$ cat config.mk
export PLATFORM = sky130hd
export DESIGN_NAME = ps2_cmd_sequencer
export DESIGN_NICKNAME = d
export VERILOG_FILES = /design/src/rtl/ps2_pkg.sv /design/src/rtl/ps2_timeout_timer.sv /design/src/rtl/ps2_cmd_sequencer.sv
export SDC_FILE = /design/constraint.sdc
export NUM_CORES = 1
export LEC_CHECK = 0
export BUFFER_PORTS_ARGS = -buffer_cell sky130_fd_sc_hd__buf_2
export CORE_ASPECT_RATIO = 1.1
export CORE_UTILIZATION = 55
export DETAILED_ROUTE_END_ITERATION = 12
export PLACE_DENSITY = 0.83
export RECOVER_POWER = 50
export SYNTH_ARGS = -nofsm -noshare
export SYNTH_HDL_FRONTEND = slang
export SYNTH_SLANG_ARGS = --single-unit
$ cat constraint.sdc
create_clock -name clk -period 5.15 [get_ports clk]
set_input_delay 0.2575 -clock clk [delete_from_list [all_inputs] [get_ports clk]]
set_output_delay 0.2575 -clock clk [all_outputs]
set_load 0.05 [all_outputs]
$ cat src/rtl/ps2_pkg.sv
// ps2_pkg: shared PS/2 byte constants, FSM state, phase and error-code encodings
// Revision: 1.0
`default_nettype none

package ps2_pkg;

  localparam logic [7:0] PS2_ACK       = 8'hFA;
  localparam logic [7:0] PS2_RESEND    = 8'hFE;
  localparam logic [7:0] PS2_BAT_OK    = 8'hAA;
  localparam logic [7:0] PS2_BAT_FAIL  = 8'hFC;
  localparam logic [7:0] PS2_CMD_RESET = 8'hFF;

  typedef enum logic [2:0] {
    ST_IDLE     = 3'd0,
    ST_SEND     = 3'd1,
    ST_WAIT_TX  = 3'd2,
    ST_WAIT_ACK = 3'd3,
    ST_WAIT_BAT = 3'd4
  } state_t;

  typedef enum logic [1:0] {
    ERR_ACK_TMO = 2'd0,
    ERR_RETRY   = 2'd1,
    ERR_BAT     = 2'd2,
    ERR_TX      = 2'd3
  } err_t;

  typedef enum logic {
    PH_CMD = 1'b0,
    PH_ARG = 1'b1
  } phase_t;

endpackage

`default_nettype wire

$ cat src/rtl/ps2_timeout_timer.sv
// ps2_timeout_timer: clearable up-counter with a terminal-count flag against a runtime limit
// Revision: 1.0
`default_nettype none

module ps2_timeout_timer #(
  parameter int TMR_W = 23
) (
  input  logic             clk,
  input  logic             rst_n,
  input  logic             i_clr,
  input  logic             i_en,
  input  logic [TMR_W-1:0] i_limit,
  output logic             o_tc
);

  logic [TMR_W-1:0] r_count;
  logic [TMR_W-1:0] w_count_inc;

  assign w_count_inc = r_count + TMR_W'(1);
  // Flag the cycle in which the count steps onto limit-1, so the registered
  // error lands exactly `limit` cycles after the clear.
  assign o_tc = i_en && (w_count_inc == (i_limit - TMR_W'(1)));

  always_ff @(posedge clk or negedge rst_n) begin
    if (!rst_n) begin
      r_count <= '0;
    end else if (i_clr) begin
      r_count <= '0;
    end else if (i_en) begin
      r_count <= w_count_inc;
    end
  end

endmodule

`default_nettype wire

$ cat src/rtl/ps2_cmd_sequencer.sv
// ps2_cmd_sequencer: sequences 1-2 byte PS/2 device commands, consumes ACK/RESEND/BAT, forwards other bytes
// Revision: 1.0
`default_nettype none

module ps2_cmd_sequencer
  import ps2_pkg::*;
#(
  parameter int ACK_TIMEOUT = 200000,
  parameter int BAT_TIMEOUT = 7500000,
  parameter int MAX_RETRY   = 3,
  parameter int TMR_W       = 23
) (
  input  logic       clk,
  input  logic       rst_n,
  input  logic       i_cmd_valid,
  output logic       o_cmd_ready,
  input  logic [7:0] i_cmd_byte,
  input  logic       i_cmd_has_arg,
  input  logic [7:0] i_cmd_arg,
  output logic       o_cmd_done,
  output logic       o_cmd_err,
  output logic [1:0] o_err_code,
  output logic       o_tx_start,
  output logic [7:0] o_tx_data,
  input  logic       i_tx_done,
  input  logic       i_tx_err,
  input  logic       i_rx_valid,
  input  logic [7:0] i_rx_data,
  output logic       o_host_valid,
  output logic [7:0] o_host_data,
  output logic       o_busy
);

  localparam int                     c_retry_w   = (MAX_RETRY < 1) ? 1 : $clog2(MAX_RETRY + 1);
  localparam logic [c_retry_w-1:0]   c_max_retry = c_retry_w'(MAX_RETRY);
  localparam logic [TMR_W-1:0]       c_ack_lim   = TMR_W'(ACK_TIMEOUT);
  localparam logic [TMR_W-1:0]       c_bat_lim   = TMR_W'(BAT_TIMEOUT);

  state_t               r_state,      w_state;
  phase_t               r_phase,      w_phase;
  logic [c_retry_w-1:0] r_retry,      w_retry;
  logic [7:0]           r_cmd,        w_cmd;
  logic [7:0]           r_arg,        w_arg;
  logic                 r_has_arg,    w_has_arg;
  logic                 r_tx_start,   w_tx_start;
  logic [7:0]           r_tx_data,    w_tx_data;
  logic                 r_cmd_done,   w_cmd_done;
  logic                 r_cmd_err,    w_cmd_err;
  err_t                 r_err_code,   w_err_code;
  logic                 r_host_valid, w_host_valid;
  logic [7:0]           r_host_data,  w_host_data;

  logic                 w_tmr_clr, w_tmr_en, w_tmr_tc;
  logic [TMR_W-1:0]     w_tmr_limit;
  logic                 w_consumed, w_resend, w_resend_tx;

  assign w_tmr_en    = (r_state == ST_WAIT_ACK) || (r_state == ST_WAIT_BAT);
  assign w_tmr_limit = (r_state == ST_WAIT_BAT) ? c_bat_lim : c_ack_lim;

  ps2_timeout_timer #(
    .TMR_W (TMR_W)
  ) u_timer (
    .clk     (clk),
    .rst_n   (rst_n),
    .i_clr   (w_tmr_clr),
    .i_en    (w_tmr_en),
    .i_limit (w_tmr_limit),
    .o_tc    (w_tmr_tc)
  );

  always_comb begin
    w_state      = r_state;
    w_phase      = r_phase;
    w_retry      = r_retry;
    w_cmd        = r_cmd;
    w_arg        = r_arg;
    w_has_arg    = r_has_arg;
    w_tx_start   = 1'b0;
    w_tx_data    = r_tx_data;
    w_cmd_done   = 1'b0;
    w_cmd_err    = 1'b0;
    w_err_code   = r_err_code;
    w_host_valid = 1'b0;
    w_host_data  = r_host_data;
    w_tmr_clr    = 1'b0;
    w_consumed   = 1'b0;
    w_resend     = 1'b0;
    w_resend_tx  = 1'b0;

    case (r_state)
      ST_IDLE: begin
        if (i_cmd_valid) begin
          w_cmd      = i_cmd_byte;
          w_arg      = i_cmd_arg;
          w_has_arg  = i_cmd_has_arg;
          w_phase    = PH_CMD;
          w_retry    = '0;
          w_err_code = ERR_ACK_TMO;
          w_state    = ST_SEND;
        end
      end
      ST_SEND: begin
        w_tx_data  = (r_phase == PH_ARG) ? r_arg : r_cmd;
        w_tx_start = 1'b1;
        w_state    = ST_WAIT_TX;
      end
      ST_WAIT_TX: begin
        if (i_tx_done && !i_tx_err) begin
          w_tmr_clr = 1'b1;
          w_state   = ST_WAIT_ACK;
        end else if (i_tx_done) begin
          w_resend    = 1'b1;
          w_resend_tx = 1'b1;
        end
      end
      ST_WAIT_ACK: begin
        // A response on the timeout cycle wins over the timeout.
        if (i_rx_valid && (i_rx_data == PS2_ACK)) begin
          w_consumed = 1'b1;
          if ((r_phase == PH_CMD) && r_has_arg) begin
            w_phase = PH_ARG;
            w_retry = '0;
            w_state = ST_SEND;
          end else if (r_cmd == PS2_CMD_RESET) begin
            w_tmr_clr = 1'b1;
            w_state   = ST_WAIT_BAT;
          end else begin
            w_cmd_done = 1'b1;
            w_state    = ST_IDLE;
          end
        end else if (i_rx_valid && (i_rx_data == PS2_RESEND)) begin
          w_consumed = 1'b1;
          w_resend   = 1'b1;
        end else if (w_tmr_tc) begin
          w_err_code = ERR_ACK_TMO;
          w_cmd_err  = 1'b1;
          w_state    = ST_IDLE;
        end
      end
      ST_WAIT_BAT: begin
        if (i_rx_valid && (i_rx_data == PS2_BAT_OK)) begin
          w_consumed = 1'b1;
          w_cmd_done = 1'b1;
          w_state    = ST_IDLE;
        end else if ((i_rx_valid && (i_rx_data == PS2_BAT_FAIL)) || w_tmr_tc) begin
          w_consumed = i_rx_valid && (i_rx_data == PS2_BAT_FAIL);
          w_err_code = ERR_BAT;
          w_cmd_err  = 1'b1;
          w_state    = ST_IDLE;
        end
      end
      default: w_state = ST_IDLE;
    endcase

    if (w_resend) begin
      if (r_retry < c_max_retry) begin
        w_retry = r_retry + c_retry_w'(1);
        w_state = ST_SEND;
      end else begin
        w_err_code = w_resend_tx ? ERR_TX : ERR_RETRY;
        w_cmd_err  = 1'b1;
        w_state    = ST_IDLE;
      end
    end

    if (i_rx_valid && !w_consumed) begin
      w_host_valid = 1'b1;
      w_host_data  = i_rx_data;
    end
  end

  always_ff @(posedge clk or negedge rst_n) begin
    if (!rst_n) begin
      r_state      <= ST_IDLE;
      r_phase      <= PH_CMD;
      r_retry      <= '0;
      r_cmd        <= '0;
      r_arg        <= '0;
      r_has_arg    <= 1'b0;
      r_tx_start   <= 1'b0;
      r_tx_data    <= '0;
      r_cmd_done   <= 1'b0;
      r_cmd_err    <= 1'b0;
      r_err_code   <= ERR_ACK_TMO;
      r_host_valid <= 1'b0;
      r_host_data  <= '0;
    end else begin
      r_state      <= w_state;
      r_phase      <= w_phase;
      r_retry      <= w_retry;
      r_cmd        <= w_cmd;
      r_arg        <= w_arg;
      r_has_arg    <= w_has_arg;
      r_tx_start   <= w_tx_start;
      r_tx_data    <= w_tx_data;
      r_cmd_done   <= w_cmd_done;
      r_cmd_err    <= w_cmd_err;
      r_err_code   <= w_err_code;
      r_host_valid <= w_host_valid;
      r_host_data  <= w_host_data;
    end
  end

  assign o_cmd_ready  = (r_state == ST_IDLE);
  assign o_busy       = (r_state != ST_IDLE);
  assign o_tx_start   = r_tx_start;
  assign o_tx_data    = r_tx_data;
  assign o_cmd_done   = r_cmd_done;
  assign o_cmd_err    = r_cmd_err;
  assign o_err_code   = r_err_code;
  assign o_host_valid = r_host_valid;
  assign o_host_data  = r_host_data;

endmodule

`default_nettype wire

Yosys cells after proc, flatten, opt, wreduce, memory -nomap -nowiden
Index checks and enable logic that the tools add are counted.
W data, S select, Z words.
{"block": "word_totals", "register_bits": 68, "output_inout_bits": 24, "in_bits": 31, "wordCells": 122}
{"block": "op_classes", "n_bitwise": 1, "n_eq_ne": 18, "mux": 66, "reduce_logical": 19, "n_lt_le_gt_ge": 1, "addsub": 3}
{"cell": "$mux W23", "count": 3}
{"cell": "$eq A8 B8 Y1 const B", "count": 5}
{"cell": "$mux W3", "count": 10}
{"cell": "$mux W1", "count": 29}
{"cell": "$mux W2", "count": 14}
{"cell": "$add A23 B1 Y23 const B", "count": 1}
{"cell": "$eq A23 B23 Y1", "count": 1}
{"cell": "$sub A23 B1 Y23 const B", "count": 1}
{"cell": "$pmux W3 S5", "count": 1}
{"cell": "$pmux W1 S2", "count": 6}
{"cell": "$logic_and A1 B1 Y1", "count": 8}
{"cell": "$mux W8", "count": 1}
{"cell": "$eq A3 B2 Y1 const B", "count": 2}
{"cell": "$pmux W2 S3", "count": 1}
{"cell": "$reduce_and A5 Y1", "count": 1}
{"cell": "$ne A2 B1 Y1 const B", "count": 2}
{"cell": "$ne A4 B2 Y1 const B", "count": 1}
{"cell": "$ne A4 B3 Y1 const B", "count": 1}
{"cell": "$ne A4 B4 Y1 const B", "count": 1}
{"cell": "$pmux W2 S2", "count": 1}
{"cell": "$reduce_and A4 Y1", "count": 1}
{"cell": "$reduce_bool A2 Y1", "count": 2}
{"cell": "$eq A3 B1 Y1 const B", "count": 1}
{"cell": "$eq A3 B3 Y1 const B", "count": 1}
{"cell": "11 further kinds", "count": 13}

Logic depth before layout (Yosys ltp)
{"block": "logic_depth", "ltp_word": 12, "mapped_depth": 10, "ltp_nobuf": 9}

Hierarchy
A second synthesis with hierarchy kept.
{"block": "unflattened", "cells_unflattened": 455, "hier_area_um2": 4555.6}
{"module": "ps2_timeout_timer", "seq_area_each_um2": 575.6, "instances": 1, "cells_per_inst": 265, "area_each_um2": 2332.2}
{"module": "ps2_cmd_sequencer", "seq_area_each_um2": 1126.1, "instances": 1, "cells_per_inst": 190, "area_each_um2": 2223.4}

Worst setup path before layout
OpenSTA, ideal clock, no wires.
{"block": "synth_timing", "kind": "register to register", "start": "reg u_timer.r_count[1]", "end": "reg r_err_code[1], in the netlist o_err_code[1]", "path_slack_ns": 2.637, "synth_period_minus_slack_ns": 2.513, "required_ns": 5.019, "arrival_time_ns": 2.381, "path_stages_with_launch": 11, "setup_ns": 0.131, "n_path_buf": 1, "path_cell_list": "dfrtp_1 > ha_1 > and4_1 > buf_4 > or3b_1 > xnor2_2 > a2111oi_0 > a41o_1 > o21a_1 > a41oi_1 > or3_1"}
{"block": "synth_via", "elab_chain_cells": 9, "elab_cells_between_ends": 12, "cone_classes": "1 x add/sub; 1 x eq/ne; 8 x mux; 2 x reduce/logical"}
{"element": "from (decl)", "line_no": "ps2_timeout_timer.sv:16", "text": "logic [TMR_W-1:0] r_count;"}
{"element": "from (signal assigned)", "line_no": "ps2_timeout_timer.sv:30", "text": "r_count <= w_count_inc;"}
{"element": "$add A23 B1 Y23 (*)", "line_no": "ps2_timeout_timer.sv:19", "text": "assign w_count_inc = r_count + TMR_W'(1);"}
{"element": "$eq A23 B23 Y1 (*)", "line_no": "ps2_timeout_timer.sv:22", "text": "assign o_tc = i_en && (w_count_inc == (i_limit - TMR_W'(1)));"}
{"element": "$logic_and A1 B1 Y1 (*)", "line_no": "ps2_timeout_timer.sv:22"}
{"element": "$mux W2 or $logic_or A1 B1 Y1 (tied branches)", "line_no": "ps2_cmd_sequencer.sv:134, ps2_cmd_sequencer.sv:145"}
{"element": "$mux W2, on equally long branches", "line_no": "ps2_cmd_sequencer.sv:131, ps2_cmd_sequencer.sv:145"}
{"element": "$mux W2, on equally long branches", "line_no": "ps2_cmd_sequencer.sv:118, ps2_cmd_sequencer.sv:141"}
{"element": "$pmux W2 S3 (*)", "line_no": "ps2_cmd_sequencer.sv:90", "text": "case (r_state)"}
{"element": "$mux W2", "line_no": "ps2_cmd_sequencer.sv:156", "text": "if (r_retry < c_max_retry) begin"}
{"element": "$mux W2 (*)", "line_no": "ps2_cmd_sequencer.sv:155", "text": "if (w_resend) begin"}
{"element": "via w_err_code[1]", "line_no": "ps2_cmd_sequencer.sv:49", "text": "err_t r_err_code, w_err_code;"}
{"element": "to (signal assigned)", "line_no": "ps2_cmd_sequencer.sv:198", "text": "r_err_code <= w_err_code;"}
{"element": "to (decl)", "line_no": "ps2_cmd_sequencer.sv:49"}
The timed path passes the listed nets; every way through them passes the cells marked *.
A chain may end at the register's enable or synchronous reset.

Worst setup path after layout
Ends and elaborated chain as after synthesis.

==> flow_summary.json <==
{
  "setup_ws_ps": 2137,
  "seqCellArea_sq_um": 1702,
  "drc": 0,
  "synthesis.area_sq_um": 3935,
  "layout_common_cells": "dfrtp_1, nor2_1, buf_2",
  "vias_per_cell": 6.050,
  "syn2layout_area_growth_pct": 11.89,
  "numCtsBuffers": 9,
  "p_seq_frac": 0.413,
  "ys_ff_latch": 68,
  "place_congestion": 0.9275,
  "fin_cells": 537,
  "layout-drive-gt1-share": 0.2286,
  "diodes": 0,
  "ys_seq_area_frac": 0.4324,
  "die_h_microns": 90.72,
  "synth.area.top_cells": "dfrtp_1, mux2_2, nor2_1",
  "routed_wl_microns": 8393,
  "vias": 3249,
  "fin_area_sq_um": 4403,
  "nets": 485,
  "post-route-util": 0.6524,
  "cts_resized": 0,
  "hold_buffers": 0,
  "final_common_cell": "dfrtp_1",
  "multi_input_area_sq_um": 2061,
  "post-cts-setup-buffers": 0,
  "dieWidth_microns": 82.65,
  "crit_type": "reg2reg",
  "p_leak_nw": 1.901,
  "cp-start-kind": "register",
  "antenna_found_initial": 0,
  "ctsHtreeMaxLevel": 3,
  "placed_area_sq_um": 4214,
  "arrival_ps": 3240,
  "post_drt_wl_per_cell_microns": 15.63,
  "status": "complete, no violations",
  "place_inst": 521,
  "synthArstFlopShare": 1.000,
  "coreArea_sq_um": 6749,
  "slew_violations": 0,
  "rsz0062_at_grt": "false",
  "swShare": 0.4260,
  "synth.avg_cell_area_sq_um": 9.716,
  "drtIter0Drc": 236,
  "required_ps": 5380,
  "pwr-share-clk": 0.213,
  "grt_overflow": 0,
  "p_switching_w": 0.0009133,
  "tightest_slew_ps": 915.6,
  "grt_pass1_vias": 3140,
  "hpwl_microns": 5744,
  "ir_drop_mv": 0.3134,
  "p_int_w": 0.001231,
  "endpoint_kind": "register",
  "setup.worst_path.start": "u_timer.r_count[1]",
  "skew_ps": 12.96,
  "synthDistinctLibCells": 65,
  "tns_ps": 0,
  "grt_use_total": 0.2559,
  "fmax_mhz": 331.9,
  "synth_top_area_frac": 0.4324,
  "max_cap_viol_count": 0,
  "synthCells": 405,
  "ant_nets": 0,
  "first_pass_iters": 5,
  "period_needed_ps": 3013,
  "final_hold_viol_count": 0,
  "port_buffers": 54,
  "p_comb_frac": 0.373,
  "die_area_sq_um": 7498,
  "clock_latency_ps": 360,
  "grt_pass1_wl_microns": 14610,
  "synthFlopType": "dfrtp_1",
  "cts-root-buf": "clkbuf_8",
  "path_max_fanout": 7,
  "fin_crit_sh": 0.5851,
  "start_util": 0.5831,
  "nFillCells": 531,
  "grt_max_degree": 69,
  "setup-violations-final": 0,
  "rr_startpoint": "u_timer.r_count[1]",
  "clk_pin_slew_ps": 80,
  "ys_warn_count": 0,
  "synth_fp_nets": 440,
  "placementRows": 31,
  "slew_headroom": 0.3869,
  "io_pins": 55,
  "min-delay-path-class": "in2async",
  "cts.path.max_buffers": 2,
  "powerDensity_nw_per_um2": 487.0,
  "cts_sinks": 68,
  "synth_edf_count": 0,
  "pre_cts_slack_ps": 2300,
  "cts_tree": "done",
  "synth_area_leader_cell": "dfrtp_1"
}
[flip-flops by register name, indices dropped and copies added (netlist names), 2 cells and up]
signal and count:
o_err_code 2, o_host_data 8, o_tx_data 8, r_arg 8
r_cmd 8, r_retry 2, r_state 3, u_timer.r_count 23
[final timing paths]
path                                            end  slack (ps)  cells after the start
worst max-delay path                  o_err_code[1]        2140                      9
worst min-delay path            u_timer.r_count[19]          80                      2
worst max register to register        o_err_code[1]        2140                      9
worst min register to register            r_has_arg         510                      1
max in group asynchronous            o_host_data[5]        4520                      2
min in group clk                           r_cmd[5]         130                      2
[power by group through the flow]
stage | sequential (W) | combinational [W] | clock, W
finish | 0.000886 | 0.000801 | 0.000457
global route | 0.000915 | 0.000877 | 0.000488
CTS | 0.000883 | 0.000805 | 0.000471
detailed placement | 0.000893 | 0.000798 | 0
global placement | 0.000883 | 0.000778 | 0
floorplan | 0.000974 | 0.000536 | 0
[synthesized netlist by cell type (all sizes together) (3+ instances only)]
library cell and instances:
o21ai 12, a21oi 18, nand3 21, or3 6
inv 13, mux2 27, a211oi 4, o31ai 4
nand4 14, and3 3, and2 3, xnor2 21
nor3b 3, clkbuf 15, nand2b 5, buf 9
xor2 8, ha 4, nor2 49, nor2b 3
dfrtp 68, nor3 16, mux2i 10, nor4 9
a31oi 3, nand2 28
[layer usage]
metal / GRT usage / share of wire / vias up
met3: 0.06566 / 0.052 / 18
met2: 0.4037 / 0.49 / 120
met1: 0.3322 / 0.43 / 1571
met5: 0 / 0 / -
met4: 0.09626 / 0.022 / 0
li1: - / - / 1540
[area by class of cell]
type | instances | area share
tap | 82 | 0.02330
multi-input combinational | 300 | 0.4680
sequential | 68 | 0.3865
inverter | 13 | 0.01108
clock buffer | 9 | 0.02813
clock inverter | 7 | 0.01819
timing repair buffer | 58 | 0.06479
[worst max-delay path: stages (launching register included)]
cell,delay [ps]
dfrtp_1,460
ha_1,270
nand3_1,290
nor3_4,380
o221ai_1,210
a2111oi_0,520
a41o_1,210
o21a_1,130
a41oi_1,100
or3_1,310
[cell families after synthesis]
group | count (synthesis) | synth area share
AO/OA/AOI/OAI | 59 | 0.09889
XOR/XNOR | 29 | 0.06646
adder cells (fa/ha/maj) | 4 | 0.01272
buffers and inverters | 37 | 0.04515
flip-flops | 68 | 0.4324
multiplexers | 37 | 0.1027
AND/OR/NAND/NOR | 171 | 0.2417
[metrics by stage]
step                hold slack (ps)  power [W]
finish                        82.68   0.002144
global route                  108.4   0.002280
CTS                           103.4   0.002159
detailed placement            488.7   0.001691
global placement              483.6   0.001661
floorplan                    -38.09   0.001509
No activity file was read; power rests on OpenSTA's default activity.
